### src/rtl/pp_buf_pkg.sv
// Shared types for the ping-pong bank writer: per-bank state and frame length clamp.
package pp_buf_pkg;

    localparam int NUM_BANKS = 2;

    typedef enum logic [1:0] {
        EMPTY   = 2'd0,
        FILLING = 2'd1,
        FULL    = 2'd2
    } bank_state_e;

    // A zero or oversized frame length means "fill the whole bank".
    function automatic logic [31:0] frame_len_clamp(input logic [31:0] len, input logic [31:0] depth);
        return (len == 32'd0 || len > depth) ? depth : len;
    endfunction

endpackage

### src/rtl/pp_bank_ctrl.sv
// One ping-pong bank: EMPTY/FILLING/FULL tracking, latched frame length, registered full flag.
// Full flag lags the internal FULL state by one cycle so the last BRAM write lands first.
module pp_bank_ctrl
    import pp_buf_pkg::*;
#(
    parameter int DEPTH = 1024,
    parameter int AW    = $clog2(DEPTH)
) (
    input  logic          clk,
    input  logic          rst_n,
    input  logic          flush,
    input  logic          i_accept,
    input  logic [AW-1:0] i_wptr,
    input  logic [AW:0]   i_frame_len,
    input  logic          i_release,
    output logic          o_can_accept,
    output logic          o_last,
    output logic          o_full
);

    bank_state_e r_state;
    bank_state_e w_state_nxt;
    logic [AW:0] r_len_q;
    logic [AW:0] w_len_eff;
    logic [AW:0] w_cur_len;
    logic        w_start;
    logic        r_full;

    assign w_len_eff = (AW+1)'(frame_len_clamp(32'(i_frame_len), 32'(DEPTH)));

    always_ff @(posedge clk or negedge rst_n) begin
        if (!rst_n) begin
            r_state <= EMPTY;
        end else begin
            r_state <= w_state_nxt;
        end
    end

    always_comb begin
        w_state_nxt = r_state;
        if (flush) begin
            w_state_nxt = EMPTY;
        end else begin
            case (r_state)
                EMPTY:   if (i_accept) w_state_nxt = o_last ? FULL : FILLING;
                FILLING: if (i_accept && o_last) w_state_nxt = FULL;
                FULL: begin
                    // A release coinciding with a word immediately starts the next frame.
                    if (i_release) w_state_nxt = i_accept ? (o_last ? FULL : FILLING) : EMPTY;
                end
                default: w_state_nxt = EMPTY;
            endcase
        end
    end

    always_comb begin
        w_start      = (r_state == EMPTY) || (r_state == FULL && i_release);
        o_can_accept = (r_state != FULL) || i_release;
        w_cur_len    = w_start ? w_len_eff : r_len_q;
        o_last       = i_accept && ({1'b0, i_wptr} == w_cur_len - (AW+1)'(1));
    end

    always_ff @(posedge clk or negedge rst_n) begin
        if (!rst_n) begin
            r_len_q <= '0;
            r_full  <= 1'b0;
        end else begin
            if (i_accept && w_start) r_len_q <= w_len_eff;
            r_full <= !flush && (r_state == FULL) && !i_release;
        end
    end

    assign o_full = r_full;

endmodule

### src/rtl/pp_bank_writer.sv
// Steers an unstalled word stream into two BRAM banks, one frame per bank; writes land 1 cycle later.
// No backpressure: words that find their target bank still FULL are dropped and flag sticky overflow.
module pp_bank_writer
    import pp_buf_pkg::*;
#(
    parameter int DW    = 32,
    parameter int DEPTH = 1024,
    parameter int AW    = $clog2(DEPTH)
) (
    input  logic          clk,
    input  logic          rst_n,
    input  logic          flush,
    input  logic [AW:0]   frame_len,
    input  logic [DW-1:0] in_data,
    input  logic          in_we,
    output logic          BRAM0_we,
    output logic          BRAM0_w_en,
    output logic [AW-1:0] BRAM0_w_addr,
    output logic [DW-1:0] BRAM0_wdata,
    output logic          BRAM1_we,
    output logic          BRAM1_w_en,
    output logic [AW-1:0] BRAM1_w_addr,
    output logic [DW-1:0] BRAM1_wdata,
    output logic [1:0]    bank_full,
    input  logic [1:0]    bank_release,
    output logic          wr_bank,
    output logic          frame_done,
    output logic          overflow
);

    logic [AW-1:0] r_wptr;
    logic          r_wr_bank;
    logic          r_overflow;
    logic          r_done_d;
    logic          r_frame_done;
    logic          r_b0_we;
    logic          r_b1_we;
    logic [AW-1:0] r_b0_addr;
    logic [AW-1:0] r_b1_addr;
    logic [DW-1:0] r_b0_data;
    logic [DW-1:0] r_b1_data;

    logic [NUM_BANKS-1:0] w_can;
    logic [NUM_BANKS-1:0] w_last;
    logic [NUM_BANKS-1:0] w_acc;
    logic [NUM_BANKS-1:0] w_full;
    logic                 w_accept;
    logic                 w_frame_end;

    assign w_accept    = in_we && !flush && w_can[r_wr_bank];
    assign w_acc[0]    = w_accept && !r_wr_bank;
    assign w_acc[1]    = w_accept && r_wr_bank;
    assign w_frame_end = |w_last;

    for (genvar g = 0; g < NUM_BANKS; g++) begin : g_bank
        pp_bank_ctrl #(
            .DEPTH (DEPTH),
            .AW    (AW)
        ) u_ctrl (
            .clk          (clk),
            .rst_n        (rst_n),
            .flush        (flush),
            .i_accept     (w_acc[g]),
            .i_wptr       (r_wptr),
            .i_frame_len  (frame_len),
            .i_release    (bank_release[g]),
            .o_can_accept (w_can[g]),
            .o_last       (w_last[g]),
            .o_full       (w_full[g])
        );
    end

    always_ff @(posedge clk or negedge rst_n) begin
        if (!rst_n) begin
            r_wptr       <= '0;
            r_wr_bank    <= 1'b0;
            r_overflow   <= 1'b0;
            r_done_d     <= 1'b0;
            r_frame_done <= 1'b0;
            r_b0_we      <= 1'b0;
            r_b1_we      <= 1'b0;
            r_b0_addr    <= '0;
            r_b1_addr    <= '0;
            r_b0_data    <= '0;
            r_b1_data    <= '0;
        end else if (flush) begin
            r_wptr       <= '0;
            r_wr_bank    <= 1'b0;
            r_overflow   <= 1'b0;
            r_done_d     <= 1'b0;
            r_frame_done <= 1'b0;
            r_b0_we      <= 1'b0;
            r_b1_we      <= 1'b0;
        end else begin
            r_b0_we <= w_acc[0];
            r_b1_we <= w_acc[1];
            if (w_acc[0]) begin
                r_b0_addr <= r_wptr;
                r_b0_data <= in_data;
            end
            if (w_acc[1]) begin
                r_b1_addr <= r_wptr;
                r_b1_data <= in_data;
            end
            if (w_accept) r_wptr <= w_frame_end ? '0 : r_wptr + AW'(1);
            if (w_frame_end) r_wr_bank <= !r_wr_bank;
            if (in_we && !w_accept) r_overflow <= 1'b1;
            // Two-stage delay keeps frame_done aligned with the registered bank_full rise.
            r_done_d     <= w_frame_end;
            r_frame_done <= r_done_d;
        end
    end

    assign BRAM0_we     = r_b0_we;
    assign BRAM0_w_en   = r_b0_we;
    assign BRAM0_w_addr = r_b0_addr;
    assign BRAM0_wdata  = r_b0_data;
    assign BRAM1_we     = r_b1_we;
    assign BRAM1_w_en   = r_b1_we;
    assign BRAM1_w_addr = r_b1_addr;
    assign BRAM1_wdata  = r_b1_data;
    assign bank_full    = w_full;
    assign wr_bank      = r_wr_bank;
    assign frame_done   = r_frame_done;
    assign overflow     = r_overflow;

endmodule

### config.mk
export PLATFORM = sky130hd
export DESIGN_NAME = pp_bank_writer
export DESIGN_NICKNAME = d
export VERILOG_FILES = /design/src/rtl/pp_buf_pkg.sv /design/src/rtl/pp_bank_ctrl.sv /design/src/rtl/pp_bank_writer.sv
export SDC_FILE = /design/constraint.sdc
export NUM_CORES = 1
export LEC_CHECK = 0
export BUFFER_PORTS_ARGS = -buffer_cell sky130_fd_sc_hd__buf_2
export CAP_MARGIN = 20
export CORE_ASPECT_RATIO = 0.75
export CORE_MARGIN = 5
export CORE_UTILIZATION = 55
export CTS_CLUSTER_DIAMETER = 150
export CTS_CLUSTER_SIZE = 20
export DETAILED_ROUTE_END_ITERATION = 10
export PLACE_DENSITY = 0.8
export SYNTH_ARGS = -nofsm -noshare
export SYNTH_HDL_FRONTEND = slang
export SYNTH_SLANG_ARGS = --single-unit
### constraint.sdc
create_clock -name clk -period 4.3 [get_ports clk]
set_clock_uncertainty 0.15 [all_clocks]
set_input_delay 0.215 -clock clk [delete_from_list [all_inputs] [get_ports clk]]
set_output_delay 0.215 -clock clk [all_outputs]
set_load 0.01 [all_outputs]
==> After elaboration in Yosys (flattened, before gate mapping) <==
Cells that the tools add are included.
{ "totals": {"ff_bits": 128} }
{ "op_classes": {"n_lt_le_gt_ge": 2, "reduce_logical": 38, "add_sub_neg": 3, "eq_ne": 14, "mux": 30, "bitwise": 1} }
{ "op_table": {"columns": ["cell", "count"], "rows": [
  ["2-to-1 mux 11 bit", 3],
  ["2-to-1 mux 10 bit", 3],
  ["2-to-1 mux 2 bit", 12],
  ["equality test 10 x 11 -> 1 bit", 2],
  ["subtractor 11 x 1 -> 11 bit (second input constant)", 2],
  ["logical AND 1 bit", 17],
  ["!= test 3 x 2 -> 1 bit (second input constant)", 4],
  ["one-hot mux 2 bit (3 select lines)", 2],
  ["greater-than comparator 11 bit (second input constant)", 1],
  ["logical NOT 11 bit", 1],
  ["adder 10 x 1 -> 10 bit (second input constant)", 1],
  ["2-to-1 mux 1 bit", 10],
  ["!= test 3 bit (second input constant)", 2],
  ["AND reduction 3 bit", 2],
  ["nonzero test 2 bit", 3],
  ["logical NOT 1 bit", 5],
  ["logical OR 1 bit", 5],
  ["equality test 2 x 1 -> 1 bit (second input constant)", 2],
  ["equality test 2 bit (second input constant)", 2],
  ["logical NOT 2 bit", 2],
  ["!= test 2 bit (second input constant)", 2],
  ["AND reduction 2 bit", 2],
  ["< comparator 1 x 2 -> 1 bit (second input constant)", 1],
  ["OR reduction 2 bit", 1],
  ["NOT 1 bit", 1]
]} }

==> Depth between registers and ports, before layout <==
{ "depth": {"ltp_word": 12, "mapped_depth": 14, "depth_no_buf": 12} }

==> Cells and area by module <==
Synthesis repeated with hierarchy kept, for this count alone.
{ "hier_totals": {"cells_unflattened": 687, "area_unflattened_um2": 6586.3} }
{ "modules_own_cells": {"columns": ["mod", "area_per_inst_um2", "cells_per_inst", "n_inst"], "rows": [
  ["pp_bank_writer", 3936.3, 351, 1],
  ["pp_bank_ctrl", 1325.0, 168, 2]
]} }

==> Worst setup path before layout <==
OpenSTA, ideal clock, no wires.
{ "synth_timing": {"path_kind": "reg-to-reg", "from": "reg g_bank[1].u_ctrl.r_state[1]", "to": "reg g_bank[1].u_ctrl.r_state[0]", "n_path_buf": 1, "setup_slack_ps": 515, "stages_incl_launch_ff": 14, "arrival_ps": 3501, "cell_sequence": "dfrtp_1 nor2b_1 buf_4 nor2_4 mux2i_1 ha_1 or4b_1 a2111oi_4 a31oi_2 xnor2_2 and4bb_1 or4b_4 o21bai_4 nor3_2"} }
{ "synth_between": {"elab_chain_len": 12} }
{ "synth_lines": {"columns": ["item", "line", "source"], "rows": [
  ["from (decl)", "pp_bank_ctrl.sv:21", "bank_state_e r_state;"],
  ["from (signal assigned)", "pp_bank_ctrl.sv:35", "r_state <= w_state_nxt;"],
  ["equality test 2 bit or != test 2 bit (tied branches)", "pp_bank_ctrl.sv:44, pp_bank_ctrl.sv:57, pp_bank_ctrl.sv:58", null],
  ["logical AND 1 bit or logical OR 1 bit (tied branches)", "pp_bank_ctrl.sv:57, pp_bank_ctrl.sv:58", null],
  ["logical OR 1 bit or 2-to-1 mux 1 bit (tied branches)", "pp_bank_ctrl.sv:57, pp_bank_writer.sv:50", null],
  ["2-to-1 mux 11 bit or 2-to-1 mux 1 bit (tied branches)", "pp_bank_ctrl.sv:59, pp_bank_writer.sv:50", null],
  ["subtractor 11 x 1 -> 11 bit or logical AND 1 bit (tied branches)", "pp_bank_ctrl.sv:60, pp_bank_writer.sv:50", null],
  ["equality test 10 x 11 -> 1 bit or logical AND 1 bit (tied branches)", "pp_bank_ctrl.sv:60, pp_bank_writer.sv:52", null],
  ["logical AND 1 bit", "pp_bank_ctrl.sv:60", "o_last = i_accept && ({1'b0, i_wptr} == w_cur_len - (AW+1)'(1));"],
  ["2-to-1 mux 2 bit", "pp_bank_ctrl.sv:45, pp_bank_ctrl.sv:49", null],
  ["2-to-1 mux 2 bit (2 in a row)", "pp_bank_ctrl.sv:49", "if (i_release) w_state_nxt = i_accept ? (o_last ? FULL : FILLING) : EMPTY;"],
  ["one-hot mux 2 bit (3 select lines)", "pp_bank_ctrl.sv:44", "case (r_state)"],
  ["2-to-1 mux 2 bit", "pp_bank_ctrl.sv:41", "if (flush) begin"]
]} }
Several ways; a longest one is shown, not always the timed one. The select of a mux whose other input is x is not followed.
A chain may end at the register's enable or synchronous reset.

==> Worst setup path in the final report <==
Ends and elaborated chain as after synthesis.

==> results.yml <==
clocking:
  h-tree-depth: 4
  cts_tree: "yes"
  postCtsSetupRepairBufs: 0
  clock_latency_ps: 420
  numClockSinks: 128
  numCtsBuffers: 17
  cts_max_path_buffers: 2
  root_buffer: "clkbuf_16"
  clk_pin_slew_worst_paths_ps: 70
timing:
  slew_headroom_pct: 51.79
  finalHoldViolCount: 0
  rsz0062_at_grt: "no"
  slew_viol_final: 0
  report.final.setup_viol: 0
  fmax_ghz: 0.2475
  worst_slew_pin_slew_ps: 723.1
  finalSetupTns_ps: 0
  setup_slack_ps: 259.9
  whs_ps: 30.78
  period_minus_slack_ps: 4040
  fin_crit_sh_pct: 93.96
synthesis:
  synthArstFlopShare_pct: 100.0
  synthesis.area_mm2: 0.006842
  synth_area_leader_cell: "dfrtp_1"
  synth_top_area_share_pct: 46.82
  yosysUniqueCellTypes: 77
  syn_avg_cell_area_um2: 9.636
  synth_nets: 762
  synth-edff-count: 0
  ys_warn_count: 0
  netlist_top_cells_area: "dfrtp_1, nand2_1, mux2_2, xnor2_1, o21ai_0"
  synthesis.instances: 710
  synth.ff_latch_count: 128
  yosysSeqAreaShare_pct: 46.82
  synth_ff_type: "dfrtp_1"
power:
  p_leak_nw: 4.361
  peakVddDrop_v: 0.0003287
  power.total_mw: 3.432
  power_density_mw_per_mm2: 399.8
global_routing:
  grt_pass1_wl_um: 36430
  grt_max_degree: 55
  overflow: 0
  antenna_found_initial: 2
  gr-usage-all-layers_pct: 31.30
  grt_pass1_vias: 6470
die:
  num_io_pins: 142
  die_w_um: 138.8
  rows: 35
  die_area_mm2: 0.01479
  initial_core_util_pct: 56.00
  core_mm2: 0.01222
  die_h_um: 106.6
drt:
  firstDrtPassIters: 8
  dr_total_vias: 6307
  drt_iter0_drc: 762
  avgRoutedWirePerCell_um: 21.50
  drcViolationCount: 0
  viasPerCell: 5.990
  wl_um: 22640
  ant_nets: 0
placement:
  gp_congestion: 0.9237
  hpwl_um: 14770
  port-buffer-count: 141
  place_inst: 985
  dp_slack_ps: 310.8
worst_setup_path:
  worstPathArrival_ps: 4170
  startpoint_type: "flip-flop"
  crit_end: "g_bank[1].u_ctrl.r_state[0]$_DFFE_PN0P_"
  crit_start: "g_bank[1].u_ctrl.r_state[1]$_DFFE_PN0P_"
  reg2reg_depth: 12
  rr_endpoint: "g_bank[1].u_ctrl.r_state[0]$_DFFE_PN0P_"
  cp_data_required_time_ps: 4430
  r2r_setup_slack_ps: 260
  critPathKind: "reg2reg"
  cp_max_fo: 10
  cp-end-kind: "flip-flop"
  regToRegStartpoint: "g_bank[1].u_ctrl.r_state[1]$_DFFE_PN0P_"
cells_and_area:
  layout_common_cells: "nand2_1, buf_2, dfrtp_1, mux2_2, dlygate4sd3_1"
  layout_commonest_cell: "nand2_1"
  drive_above_1_share_pct: 28.78
  finalNonFillerCells: 1053
  nets: 925
  area_delta_synth_final_pct: 25.48
hold_path:
  holdPathStages: 2
  hold_path.class: "in2reg"
outcome:
  status: "finished, final reports clean"
flow_run:
  maxCapViolations: 0
routing by layer:
metal	GRT usage [%]	vias up	wire (µm)
li1	-	2812	-
met1	41.64	3092	9190
met2	49.06	344	10630
met3	10.16	57	2229
met4	10.20	2	583
met5	0	-	13
metrics by stage:
step / utilization, % / instance area, µm²
floorplan: - / 6842
global placement: 62.32 / 7615
detailed placement: 62.32 / 7615
CTS: 70.19 / 8576
global route: 70.26 / 8584
finish: 70.26 / 8584
cell usage after synthesis, types with 5 or more instances:
| cell | instances |
|---|---|
| buf_4 | 6 |
| nand4_1 | 10 |
| nor2b_1 | 14 |
| buf_6 | 6 |
| nor3_1 | 17 |
| nand2_1 | 176 |
| nor3_2 | 9 |
| or3_1 | 5 |
| dfrtp_1 | 128 |
| inv_1 | 14 |
| clkbuf_1 | 27 |
| o21ai_0 | 29 |
| xor2_1 | 7 |
| a21oi_1 | 15 |
| nand2b_1 | 7 |
| o211ai_1 | 5 |
| mux2_2 | 42 |
| nor2_1 | 25 |
| mux2i_1 | 10 |
| and3_1 | 5 |
| o2111ai_1 | 5 |
| xnor2_1 | 21 |
| nand3_1 | 14 |
| o21a_1 | 5 |
| o22ai_1 | 7 |
| nor4_1 | 7 |
critical path, stage by stage, from the launching register on:
cell       delay, ps
dfrtp_1          440
nor2b_1          190
nor2_4           230
mux2i_1          300
ha_1             360
or4b_1           520
a2111oi_4        310
a31oi_2           80
xnor2_2          150
and4bb_1         190
or4b_4           480
o21bai_4         390
nor3_2           110
power breakdown:
part	internal (mW)	switching, mW	total, mW
combinational	0.224	0.313	0.537
sequential	1.29	0.0736	1.36
clock	0.885	0.647	1.53
cells by family after synthesis:
group	count (synthesis)	synth area share, %
AO/OA/AOI/OAI	116	12.05
multiplexers	52	8.376
AND/OR/NAND/NOR	317	22.44
adder cells (fa/ha/maj)	3	0.5487
buffers and inverters	61	4.572
flip-flops	128	46.82
XOR/XNOR	33	5.194
repair_timing:
item,in CTS,in global routing
hold buffers,35,0
hold endpoints to repair,121,0
resized for setup,0,1
endpoints found under the setup margin,0,1
cell type report:
| class | instances | area (µm²) |
|---|---|---|
| Clock inverter | 15 | 185.2 |
| Clock buffer | 17 | 425.4 |
| Tap cell | 166 | 207.7 |
| Antenna cell | 1 | 2.502 |
| Fill cell | 871 | 3633 |
| Timing Repair Buffer | 190 | 1164 |
| Multi-Input combinational cell | 521 | 3341 |
| Inverter | 15 | 56.30 |
| Sequential cell | 128 | 3203 |
sequential cells by signal, indices dropped and copies added (netlist names), 2 cells and up:
name / cells
BRAM0_wdata: 32
BRAM1_wdata: 32
g_bank.u_ctrl.r_len_q: 22
BRAM0_w_addr: 10
r_wptr: 10
BRAM1_w_addr: 10
g_bank.u_ctrl.o_full: 2
g_bank.u_ctrl.r_state: 4
worst min path at each step:
stage	startpoint	endpoint	slack [ps]
floorplan	rst_n	BRAM0_w_addr[0]$_DFFE_PN0P_	-230
global placement	rst_n	g_bank[0].u_ctrl.r_len_q[4]$_DFFE_PN0P_	160
detailed placement	rst_n	g_bank[0].u_ctrl.r_len_q[4]$_DFFE_PN0P_	160
CTS	flush	frame_done$_DFF_PN0_	20
global route	flush	frame_done$_DFF_PN0_	60
finish	flush	overflow$_DFFE_PN0P_	30
Power figures use the tool's default switching activity.
